<file path="src/rtl/vend_pkg.sv">
// ============================================================================
// Module  : vend_pkg
// Purpose : Shared definitions for the refund/dispense controller: FSM state
//           encoding, one-hot coin request codes, coin values in 100-won
//           units and the largest balance that may be refunded.
// Ports   : none (package)
// Config  : none
// Revision: 1.0 - initial release
// ============================================================================
`default_nettype none

package vend_pkg;

    typedef enum logic [2:0] {
        ST_IDLE     = 3'd0,
        ST_REQ      = 3'd1,
        ST_WAIT_LOW = 3'd2,
        ST_DONE     = 3'd3,
        ST_ERR      = 3'd4
    } state_t;

    // One-hot hopper request codes
    localparam logic [3:0] COIN_1000 = 4'b1000;
    localparam logic [3:0] COIN_500  = 4'b0100;
    localparam logic [3:0] COIN_200  = 4'b0010;
    localparam logic [3:0] COIN_100  = 4'b0001;

    // Coin values in 100-won units
    localparam logic [3:0] VAL_1000 = 4'd10;
    localparam logic [3:0] VAL_500  = 4'd5;
    localparam logic [3:0] VAL_200  = 4'd2;
    localparam logic [3:0] VAL_100  = 4'd1;

    localparam logic [3:0] MAX_BALANCE = 4'd10;

endpackage

`default_nettype wire

</file>
<file path="src/rtl/change_coin_select.sv">
// ============================================================================
// Module  : change_coin_select
// Purpose : Combinational greedy coin picker. Returns the largest coin not
//           exceeding the amount still owed, as a one-hot hopper code plus
//           its value in 100-won units. An amount of zero yields no coin.
// Ports   : remaining [3:0] in  - amount still owed (100-won units)
//           coin      [3:0] out - one-hot coin code (0 when nothing owed)
//           value     [3:0] out - value of the selected coin
// Config  : none
// Revision: 1.0 - initial release
// ============================================================================
`default_nettype none

module change_coin_select (
    input  logic [3:0] remaining,
    output logic [3:0] coin,
    output logic [3:0] value
);
    import vend_pkg::*;

    always_comb begin
        coin  = 4'b0000;
        value = 4'd0;
        if (remaining >= VAL_1000) begin
            coin  = COIN_1000;
            value = VAL_1000;
        end else if (remaining >= VAL_500) begin
            coin  = COIN_500;
            value = VAL_500;
        end else if (remaining >= VAL_200) begin
            coin  = COIN_200;
            value = VAL_200;
        end else if (remaining >= VAL_100) begin
            coin  = COIN_100;
            value = VAL_100;
        end
    end

endmodule

`default_nettype wire

</file>
<file path="src/rtl/refund_dispense_ctrl.sv">
// ============================================================================
// Module  : refund_dispense_ctrl
// Purpose : Refunds a balance (0..10 x 100 won) by requesting coins from a
//           hopper one at a time, greedy largest-first, over a 4-phase
//           req/ack handshake. All outputs are registered.
// Ports   : clk            in   rising-edge clock
//           reset_n        in   asynchronous active-low reset
//           start          in   refund request, honoured only in IDLE
//           balance [3:0]  in   amount to refund, sampled with start
//           coin_ack       in   hopper acknowledge
//           coin_req [3:0] out  one-hot coin request (1000/500/200/100)
//           busy           out  refund in progress
//           done           out  one-cycle completion pulse
//           err            out  sticky error (bad balance or timeout)
//           remaining[3:0] out  amount still to dispense
//           dispensed_cnt  out  saturating coins-dispensed counter
// Config  : REFUND_TIMEOUT_EN - when defined, a coin request left without
//           acknowledge for TIMEOUT_CYCLES cycles aborts to ERR.
// Revision: 1.0 - initial release
// ============================================================================
`default_nettype none

module refund_dispense_ctrl #(
    parameter int TIMEOUT_CYCLES = 255,
    parameter int CNT_W          = 8
) (
    input  logic             clk,
    input  logic             reset_n,
    input  logic             start,
    input  logic [3:0]       balance,
    input  logic             coin_ack,
    output logic [3:0]       coin_req,
    output logic             busy,
    output logic             done,
    output logic             err,
    output logic [3:0]       remaining,
    output logic [CNT_W-1:0] dispensed_cnt
);
    import vend_pkg::*;

    state_t           r_state,     w_state_nxt;
    logic [3:0]       r_coin_req,  w_coin_req_nxt;
    logic             r_busy,      w_busy_nxt;
    logic             r_done,      w_done_nxt;
    logic             r_err,       w_err_nxt;
    logic [3:0]       r_remaining, w_remaining_nxt;
    logic [CNT_W-1:0] r_cnt,       w_cnt_nxt;

    logic [3:0] w_sel_in;
    logic [3:0] w_sel_coin;
    logic [3:0] w_sel_val;

    // In IDLE the first coin is chosen straight from the incoming balance so
    // the request appears the cycle after start; otherwise the registered
    // remainder drives the picker (already decremented when WAIT_LOW exits).
    assign w_sel_in = (r_state == ST_IDLE) ? balance : r_remaining;

    change_coin_select u_coin_select (
        .remaining (w_sel_in),
        .coin      (w_sel_coin),
        .value     (w_sel_val)
    );

`ifdef REFUND_TIMEOUT_EN
    // Counts REQ cycles without acknowledge; the hit fires on the last
    // permitted cycle so the abort lands after exactly TIMEOUT_CYCLES cycles.
    localparam int TMO_W = (TIMEOUT_CYCLES > 1) ? $clog2(TIMEOUT_CYCLES) : 1;

    logic [TMO_W-1:0] r_tmo, w_tmo_nxt;
    logic             w_tmo_hit;

    assign w_tmo_hit = (r_tmo == TMO_W'(TIMEOUT_CYCLES - 1));

    always_ff @(posedge clk or negedge reset_n) begin
        if (!reset_n) r_tmo <= '0;
        else          r_tmo <= w_tmo_nxt;
    end
`else
    logic w_unused_tmo;
    assign w_unused_tmo = (TIMEOUT_CYCLES != 0);
`endif

    always_ff @(posedge clk or negedge reset_n) begin
        if (!reset_n) begin
            r_state     <= ST_IDLE;
            r_coin_req  <= 4'b0000;
            r_busy      <= 1'b0;
            r_done      <= 1'b0;
            r_err       <= 1'b0;
            r_remaining <= 4'd0;
            r_cnt       <= '0;
        end else begin
            r_state     <= w_state_nxt;
            r_coin_req  <= w_coin_req_nxt;
            r_busy      <= w_busy_nxt;
            r_done      <= w_done_nxt;
            r_err       <= w_err_nxt;
            r_remaining <= w_remaining_nxt;
            r_cnt       <= w_cnt_nxt;
        end
    end

    always_comb begin
        w_state_nxt     = r_state;
        w_coin_req_nxt  = r_coin_req;
        w_busy_nxt      = r_busy;
        w_done_nxt      = 1'b0;
        w_err_nxt       = r_err;
        w_remaining_nxt = r_remaining;
        w_cnt_nxt       = r_cnt;
`ifdef REFUND_TIMEOUT_EN
        w_tmo_nxt       = r_tmo;
`endif
        case (r_state)
            ST_IDLE: begin
                if (start) begin
                    if (balance > MAX_BALANCE) begin
                        w_err_nxt = 1'b1;
                    end else begin
                        w_remaining_nxt = balance;
                        w_busy_nxt      = 1'b1;
                        w_err_nxt       = 1'b0;
                        if (balance == 4'd0) begin
                            w_state_nxt = ST_DONE;
                        end else begin
                            w_state_nxt    = ST_REQ;
                            w_coin_req_nxt = w_sel_coin;
`ifdef REFUND_TIMEOUT_EN
                            w_tmo_nxt      = '0;
`endif
                        end
                    end
                end
            end
            ST_REQ: begin
                if (coin_ack) begin
                    w_coin_req_nxt  = 4'b0000;
                    w_remaining_nxt = r_remaining - w_sel_val;
                    w_cnt_nxt       = (r_cnt == '1) ? r_cnt : r_cnt + CNT_W'(1);
                    w_state_nxt     = ST_WAIT_LOW;
                end
`ifdef REFUND_TIMEOUT_EN
                else if (w_tmo_hit) begin
                    w_coin_req_nxt = 4'b0000;
                    w_err_nxt      = 1'b1;
                    w_busy_nxt     = 1'b0;
                    w_state_nxt    = ST_ERR;
                end else begin
                    w_tmo_nxt = r_tmo + TMO_W'(1);
                end
`endif
            end
            ST_WAIT_LOW: begin
                // Next request only after the hopper releases ack.
                if (!coin_ack) begin
                    if (r_remaining == 4'd0) begin
                        w_state_nxt = ST_DONE;
                    end else begin
                        w_state_nxt    = ST_REQ;
                        w_coin_req_nxt = w_sel_coin;
`ifdef REFUND_TIMEOUT_EN
                        w_tmo_nxt      = '0;
`endif
                    end
                end
            end
            ST_DONE: begin
                w_done_nxt  = 1'b1;
                w_busy_nxt  = 1'b0;
                w_state_nxt = ST_IDLE;
            end
            ST_ERR: begin
                w_state_nxt = ST_IDLE;
            end
            default: begin
                w_state_nxt = ST_IDLE;
            end
        endcase
    end

    assign coin_req      = r_coin_req;
    assign busy          = r_busy;
    assign done          = r_done;
    assign err           = r_err;
    assign remaining     = r_remaining;
    assign dispensed_cnt = r_cnt;

endmodule

`default_nettype wire
</file>
<file path="config.mk">
export PLATFORM = sky130hd
export DESIGN_NAME = refund_dispense_ctrl
export DESIGN_NICKNAME = d
export VERILOG_FILES = /design/src/rtl/vend_pkg.sv /design/src/rtl/change_coin_select.sv /design/src/rtl/refund_dispense_ctrl.sv
export SDC_FILE = /design/constraint.sdc
export NUM_CORES = 1
export LEC_CHECK = 0
export CAP_MARGIN = 10
export CORE_UTILIZATION = 54
export CTS_CLUSTER_SIZE = 40
export DETAILED_ROUTE_END_ITERATION = 10
export PLACE_DENSITY = 0.84
export SYNTH_ARGS = -nofsm -noshare
export SYNTH_HDL_FRONTEND = slang
export SYNTH_SLANG_ARGS = --single-unit
</file>
<file path="constraint.sdc">
create_clock -name clk -period 4.3 [get_ports clk]
set_clock_uncertainty 0.1 [all_clocks]
set_input_delay 0.86 -clock clk [delete_from_list [all_inputs] [get_ports clk]]
set_output_delay 0.86 -clock clk [all_outputs]
set_load 0.005 [all_outputs]
</file>
==> results.rst, run 1 <==
.. list-table::
   :header-rows: 1

   * - Metric
     - Value
   * - Run status
     - finished, final reports clean
   * - # rows
     - 17
   * - Routed WL per cell
     - 15.3 um
   * - Primary FF master, synth
     - sky130_fd_sc_hd__dfrtp_1
   * - Largest driver fanout on the critical path
     - 6
   * - Number of enable-type register cells in the synthesized netlist
     - 0
   * - Area added between synthesis and finish
     - 22.3%
   * - Placed Cells incl. Taps
     - 188
   * - CTS tree
     - done
   * - Max Fclk
     - 285 MHz
   * - Number of pins with negative max-slew slack in the final report
     - 0
   * - Maximum clock insertion buffer count
     - 2
   * - Synth cell count leaders
     - 21 x sky130_fd_sc_hd__dfrtp_1, 14 x sky130_fd_sc_hd__nand2_1, 12 x sky130_fd_sc_hd__nor2_1
   * - Sw frac
     - 43.5%
   * - Layout filler cell count
     - 176
   * - Avg Synthesized Cell Area
     - 9.42 sq um
   * - Switching pwr
     - 517 uW
   * - Area taken by flip-flops and latches
     - 526 sq um
   * - Clock network power share
     - 8.1%
   * - Cell at the root of the clock tree
     - sky130_fd_sc_hd__clkbuf_4
   * - Finished Layout Cells
     - 192
   * - Total of max-cap violations
     - 0
   * - Total routing usage reported by global routing
     - 25.3%
   * - Number of hold violations in the final report
     - 0
   * - Path type of the worst setup path
     - in2reg
   * - Gpl congestion
     - 0.873
   * - H-tree level count
     - 1
   * - Antenna Violating Nets Remaining
     - 0
   * - Antenna violations before repair
     - 0
   * - Combinational cell fraction of total power
     - 58.3%
   * - Die X
     - 51.3 um
   * - CP arrival
     - 3.62 ns
   * - I/O pin count
     - 27
   * - Remaining routing DRC violations
     - 0
   * - Hold crit path type
     - reg2reg
   * - Maximum number of pins on one net before global-route repair
     - 22
   * - Global-route congestion overflow total
     - 0
   * - Clk slew on worst S/H paths
     - 0.11 ns
   * - Initial DRC Count
     - 29
   * - Antenna fix cells
     - 0
   * - FF+latch count, synth
     - 21
   * - Worst slack at placement
     - 0.481 ns
   * - Worst slew slack as a fraction of its limit
     - 38.0%
   * - Syn_nets
     - 152
   * - Sum of routed wire length over all layers
     - 2940 um
   * - Cell-internal power
     - 671 uW
   * - Fraction of synthesized cell area taken by the top area cell type
     - 40.1%
   * - Clock network latency to the later pin of the worst-skew pair
     - 0.31 ns
   * - Number of warning messages in the yosys log
     - 0
   * - Number of distinct standard cells referenced by the synthesized netlist
     - 46
   * - Total area of multi-input combinational cells
     - 724 sq um
   * - Total clock buffers created by CTS
     - 3
   * - Via count of the first global-routing pass
     - 1025
   * - Initial DRT Pass Iterations
     - 4
   * - Cts repair resizes
     - 0
   * - Unrepaired setup endpoints after global routing
     - false
   * - Post-synthesis async set-or-reset flop share
     - 100%
   * - Crit path capture type
     - flip-flop
   * - Most area-hungry cell type in the Yosys netlist
     - sky130_fd_sc_hd__dfrtp_1
   * - Most frequently used cell type in the post-synthesis netlist
     - sky130_fd_sc_hd__dfrtp_1
   * - Die H
     - 51.3 um
   * - Count of vias placed by the detailed router
     - 1124
   * - Post-synthesis instance area
     - 0.00131 sq mm
   * - Required time at the endpoint of the critical path
     - 4.41 ns
   * - Final clock period utilization by the worst path
     - 81.6%
   * - LEAKAGE
     - 0.000664 uW
   * - Worst ir drop on vdd
     - 456 uV
   * - Final TNS setup
     - 0 ns
   * - Startpoint Class
     - input pin
   * - Sequential-to-total area share from yosys stat
     - 40.1%
   * - Core Footprint
     - 0.00225 sq mm
   * - Shortest clock period the worst path allows after layout
     - 3.51 ns
   * - Reg power frac
     - 33.6%
   * - Layout cell share with drive strength beyond 1
     - 8.54%
   * - Detailed placer's ending HPWL
     - 2270 um
   * - Via density per instance
     - 5.85
   * - Synth Instances
     - 139
   * - Port buffer count
     - 26
   * - Final nets
     - 178
   * - Initial core utilization
     - 58.1%
   * - Post-route setup slack
     - 0.790 ns
   * - Number of buffers added to fix hold violations after cts
     - 0
   * - First-pass GRT wire length
     - 4840 um
   * - Area enclosed by the die boundary
     - 0.00263 sq mm
   * - Worst slew pin tran
     - 0.927 ns
   * - Count of buffers added by post-CTS timing repair for setup
     - 0
   * - Cell area power density
     - 741 mW/mm^2
   * - Final setup violation count
     - 0
   * - Cell types with the largest area share after synthesis
     - sky130_fd_sc_hd__dfrtp_1 40%, sky130_fd_sc_hd__o21ai_0 4.2%, sky130_fd_sc_hd__nand2_1 4.0%
   * - Clock net sink count
     - 21
metrics by stage:
stage / utilization, % / instance area, sq um / hold WS (ns) / total power, uW
4_1_cts: 71.1 / 1600 / 0.399 / 1190
5_1_grt: 71.1 / 1600 / 0.432 / 1290
3_5_place_dp: 69.9 / 1580 / 0.372 / 1090
6_report: 71.1 / 1600 / 0.395 / 1190
2_1_floorplan: - / 1310 / 0.370 / 835
3_3_place_gp: 69.9 / 1580 / 0.359 / 1060
worst max-delay path: stages:
cell	delay, ns
sky130_fd_sc_hd__clkdlybuf4s50_1	0.52
sky130_fd_sc_hd__nor4_4	0.39
sky130_fd_sc_hd__a21oi_1	0.15
sky130_fd_sc_hd__a211oi_1	0.27
sky130_fd_sc_hd__a21oi_1	0.11
sky130_fd_sc_hd__nand2_1	0.11
sky130_fd_sc_hd__ha_1	0.16
sky130_fd_sc_hd__inv_1	0.06
sky130_fd_sc_hd__fa_1	0.39
sky130_fd_sc_hd__xnor2_1	0.21
sky130_fd_sc_hd__a21oi_1	0.10
sky130_fd_sc_hd__mux2_2	0.29
cell families (layout without fill, tap and decap cells):
kind of cell | count (synthesis) | in the layout | share of synthesized area (%)
XOR/XNOR | 8 | 8 | 5.35
flip-flops | 21 | 21 | 40.1
buffers and inverters | 13 | 38 | 4.58
adder cells (fa/ha/maj) | 5 | 5 | 5.35
AO/OA/AOI/OAI | 40 | 40 | 21.8
multiplexers | 4 | 4 | 3.34
AND/OR/NAND/NOR | 48 | 48 | 19.5
path summary, 6_finish.rpt:
kind / startpoint / endpoint / slack [ns] / cells past startpoint
hold / removal: coin_req[1] / coin_req[1] / 0.40 / 2
hold reg to reg: coin_req[1] / coin_req[1] / 0.40 / 2
min in group asynchronous: reset_n / done / 0.96 / 1
max in group asynchronous: reset_n / remaining[2] / 2.58 / 1
setup / recovery: balance[2] / remaining[2] / 0.79 / 12
setup reg to reg: r_state[1] / remaining[2] / 1.17 / 11
cells in the final DEF, fill, tap and decap left out, types with 2 or more instances in the layout:
cell type                         instances
sky130_fd_sc_hd__nor2b_1                  3
sky130_fd_sc_hd__o21a_1                   2
sky130_fd_sc_hd__nand3_1                  2
sky130_fd_sc_hd__nor2_1                  12
sky130_fd_sc_hd__o31ai_1                  4
sky130_fd_sc_hd__ha_1                     4
sky130_fd_sc_hd__nor3_1                   2
sky130_fd_sc_hd__clkdlybuf4s50_1         26
sky130_fd_sc_hd__xor2_1                   3
sky130_fd_sc_hd__xnor2_1                  5
sky130_fd_sc_hd__mux2_2                   3
sky130_fd_sc_hd__o21ai_0                 11
sky130_fd_sc_hd__nand2_1                 14
sky130_fd_sc_hd__a211oi_1                 2
sky130_fd_sc_hd__clkbuf_4                 3
sky130_fd_sc_hd__dfrtp_1                 21
sky130_fd_sc_hd__or3_1                    2
sky130_fd_sc_hd__a21oi_1                  8
sky130_fd_sc_hd__nand4_1                  3
sky130_fd_sc_hd__inv_1                    8
registers in the layout (all words and copies together) (netlist names):
register	flops
coin_req	4
busy	1
dispensed_cnt	8
err	1
r_state	2
remaining	4
done	1
metal layers:
metal	wire length, um	GRT usage (%)	vias to the layer above
li1	-	-	552
met1	1320	31.9	522
met2	1450	45.0	45
met3	127	2.68	5
met4	39	8.11	0
met5	0	0	-
power by group through the flow:
stage / sequential (uW) / clock (uW) / combinational [uW]
2_1_floorplan: 361 / 0 / 474
3_3_place_gp: 397 / 0 / 664
3_5_place_dp: 399 / 0 / 687
4_1_cts: 395 / 96.5 / 694
5_1_grt: 413 / 102 / 772
6_report: 399 / 95.7 / 693
area by class of cell:
cell class              count  share of cell area [%]
clock buffers               3                    1.41
clock inverters             1                   0.312
inverters                   8                    1.87
multi-input cells         105                    45.2
flip-flops and latches     21                    32.8
well taps                  28                    2.19
repair buffers             26                    16.2
No activity file was read; power rests on OpenSTA's default activity.
==> inputs of run 2 (changes only) <==
--- a/config.mk
+++ b/config.mk
@@ -6,10 +6,10 @@
 export NUM_CORES = 1
 export LEC_CHECK = 0
 export CAP_MARGIN = 10
-export CORE_UTILIZATION = 54
+export CORE_UTILIZATION = 50
 export CTS_CLUSTER_SIZE = 40
 export DETAILED_ROUTE_END_ITERATION = 10
-export PLACE_DENSITY = 0.84
+export PLACE_DENSITY = 0.78
 export SYNTH_ARGS = -nofsm -noshare
 export SYNTH_HDL_FRONTEND = slang
 export SYNTH_SLANG_ARGS = --single-unit
==> constraint.sdc (replaced) <==
create_clock -name clk -period 3.3 [get_ports clk]
set_clock_uncertainty 0.1 [all_clocks]
set_input_delay 0.66 -clock clk [delete_from_list [all_inputs] [get_ports clk]]
set_output_delay 0.66 -clock clk [all_outputs]
set_load 0.005 [all_outputs]
==> results.rst, run 2 (synthesis gave the netlist of run 1 again) <==
.. list-table::
   :header-rows: 1

   * - Metric
     - Value
   * - Run status
     - finished, final reports clean
   * - Die X
     - 53.2 um
   * - Unrepaired setup endpoints after global routing
     - false
   * - Core Footprint
     - 0.00248 sq mm
   * - Cell-internal power
     - 921 uW
   * - I/O pin count
     - 27
   * - Total area of multi-input combinational cells
     - 724 sq um
   * - Via count of the first global-routing pass
     - 1070
   * - Final nets
     - 187
   * - Clock net sink count
     - 21
   * - Clock network latency to the later pin of the worst-skew pair
     - 0.31 ns
   * - Antenna Violating Nets Remaining
     - 0
   * - Total clock buffers created by CTS
     - 3
   * - Number of cells on the worst reg-to-reg path
     - 11
   * - Startpoint Class
     - input pin
   * - Required time at the endpoint of the critical path
     - 3.41 ns
   * - Shortest clock period the worst path allows after layout
     - 3.04 ns
   * - Worst ir drop on vdd
     - 776 uV
   * - Path type of the worst setup path
     - in2reg
   * - Clk slew on worst S/H paths
     - 0.11 ns
   * - CTS tree
     - done
   * - Initial DRC Count
     - 13
   * - Combinational cell fraction of total power
     - 60.3%
   * - # rows
     - 18
   * - Hold crit path type
     - reg2reg
   * - Largest register FFs
     - 8
   * - Area taken by flip-flops and latches
     - 526 sq um
   * - WHS
     - 0.398 ns
   * - Area added between synthesis and finish
     - 27.6%
   * - Initial DRT Pass Iterations
     - 4
   * - Port buffer count
     - 26
   * - Global-route congestion overflow total
     - 0
   * - Switching pwr
     - 651 uW
   * - Count of vias placed by the detailed router
     - 1149
   * - Via density per instance
     - 5.66
   * - Cell at the root of the clock tree
     - sky130_fd_sc_hd__clkbuf_4
   * - Total routing usage reported by global routing
     - 23.6%
   * - Die H
     - 53.2 um
   * - LEAKAGE
     - 0.000706 uW
   * - Initial core utilization
     - 52.9%
   * - Finished Layout Cells
     - 203
   * - Layout cell share with drive strength beyond 1
     - 12.7%
   * - Overall Power
     - 1570 uW
   * - Clock network power share
     - 7.9%
   * - Antenna fix cells
     - 0
   * - Commonest non-fill, non-tap cell in the layout
     - sky130_fd_sc_hd__clkdlybuf4s50_1
   * - Hold path depth
     - 2
   * - Sw frac
     - 41.4%
   * - Remaining routing DRC violations
     - 0
   * - Antenna violations before repair
     - 0
   * - Count of buffers added by post-CTS timing repair for setup
     - 0
   * - Worst slew slack as a fraction of its limit
     - 40.2%
   * - Final TNS setup
     - 0 ns
   * - Detailed placer's ending HPWL
     - 2240 um
   * - Final clock period utilization by the worst path
     - 92.0%
   * - Crit path capture type
     - flip-flop
   * - Largest driver fanout on the critical path
     - 5
   * - Maximum number of pins on one net before global-route repair
     - 22
   * - Layout filler cell count
     - 207
   * - H-tree level count
     - 1
   * - Cts repair resizes
     - 0
   * - Gpl congestion
     - 0.914
   * - Number of pins with negative max-slew slack in the final report
     - 0
   * - Total of max-cap violations
     - 0
   * - CP arrival
     - 3.14 ns
   * - Number of buffers added to fix hold violations after cts
     - 0
   * - Area enclosed by the die boundary
     - 0.00283 sq mm
   * - Leading cell types in the layout, fill and taps excluded
     - 26 x sky130_fd_sc_hd__clkdlybuf4s50_1, 21 x sky130_fd_sc_hd__dfrtp_1, 14 x sky130_fd_sc_hd__nand2_1
   * - Worst slew pin tran
     - 0.895 ns
   * - Routed WL per cell
     - 13.8 um
   * - Sum of routed wire length over all layers
     - 2800 um
   * - Final design utilization
     - 67.5%
   * - Placed Cells incl. Taps
     - 199
   * - Number of hold violations in the final report
     - 0
   * - First-pass GRT wire length
     - 4680 um
   * - Maximum clock insertion buffer count
     - 2
   * - Cell area power density
     - 940 mW/mm^2
   * - Max Fclk
     - 329 MHz
   * - Reg power frac
     - 31.8%
   * - Final setup violation count
     - 0
run 2: cell count changes in the layout (fill, tap and decap cells not counted), sizes merged:
| cell | previous run | this run |
|---|---|---|
| clkbuf | 3 | 4 |
| buf | 0 | 9 |
| clkinv | 1 | 0 |
run 2: metal layers:
metal,wire length [um],GRT usage (%),vias up,part of all wire (%)
met2,1320,39.0,32,47
met1,1290,29.6,534,46
li1,-,-,573,-
met4,90,12.3,0,3.2
met5,0,0,-,0
met3,95,3.16,10,3.4
run 2: critical path, stage by stage:
cell                              delay [ns]
sky130_fd_sc_hd__clkdlybuf4s50_1        0.46
sky130_fd_sc_hd__nor4_4                 0.30
sky130_fd_sc_hd__a21oi_1                0.13
sky130_fd_sc_hd__a211oi_1               0.28
sky130_fd_sc_hd__a21oi_1                0.10
sky130_fd_sc_hd__nand2_1                0.10
sky130_fd_sc_hd__ha_1                   0.16
sky130_fd_sc_hd__inv_1                  0.06
sky130_fd_sc_hd__fa_1                   0.37
sky130_fd_sc_hd__xnor2_1                0.17
sky130_fd_sc_hd__a21oi_1                0.08
sky130_fd_sc_hd__mux2_2                 0.28
run 2: cell type report:
| type | count | area share [%] |
|---|---|---|
| Inverter | 8 | 1.80 |
| Clock buffer | 4 | 1.57 |
| Timing Repair Buffer | 35 | 19.6 |
| Tap cell | 30 | 2.25 |
| Sequential cell | 21 | 31.4 |
| Multi-Input combinational cell | 105 | 43.3 |
run 2: metrics by stage:
| step | instance area, sq um | worst slack [ns] |
|---|---|---|
| floorplan | 1310 | 0.525 |
| global placement | 1650 | 0.0580 |
| detailed placement | 1650 | -0.0424 |
| CTS | 1670 | 0.274 |
| global route | 1670 | 0.117 |
| finish | 1670 | 0.264 |
run 2: worst paths after layout:
path,slack (ns),to,startpoint
worst min-delay path,0.40,err,err
worst max register to register,0.33,remaining[2],r_state[0]
worst min register to register,0.40,err,err
worst max-delay path,0.26,remaining[2],balance[2]
min in group asynchronous,0.74,dispensed_cnt[6],reset_n
max in group asynchronous,1.81,coin_req[0],reset_n
run 2: power groups by stage:
stage	sequential, uW	clock, uW	combinational [uW]
floorplan	470	0	618
global placement	503	0	913
detailed placement	505	0	944
CTS	500	129	947
global route	522	137	1060
finish	501	124	948
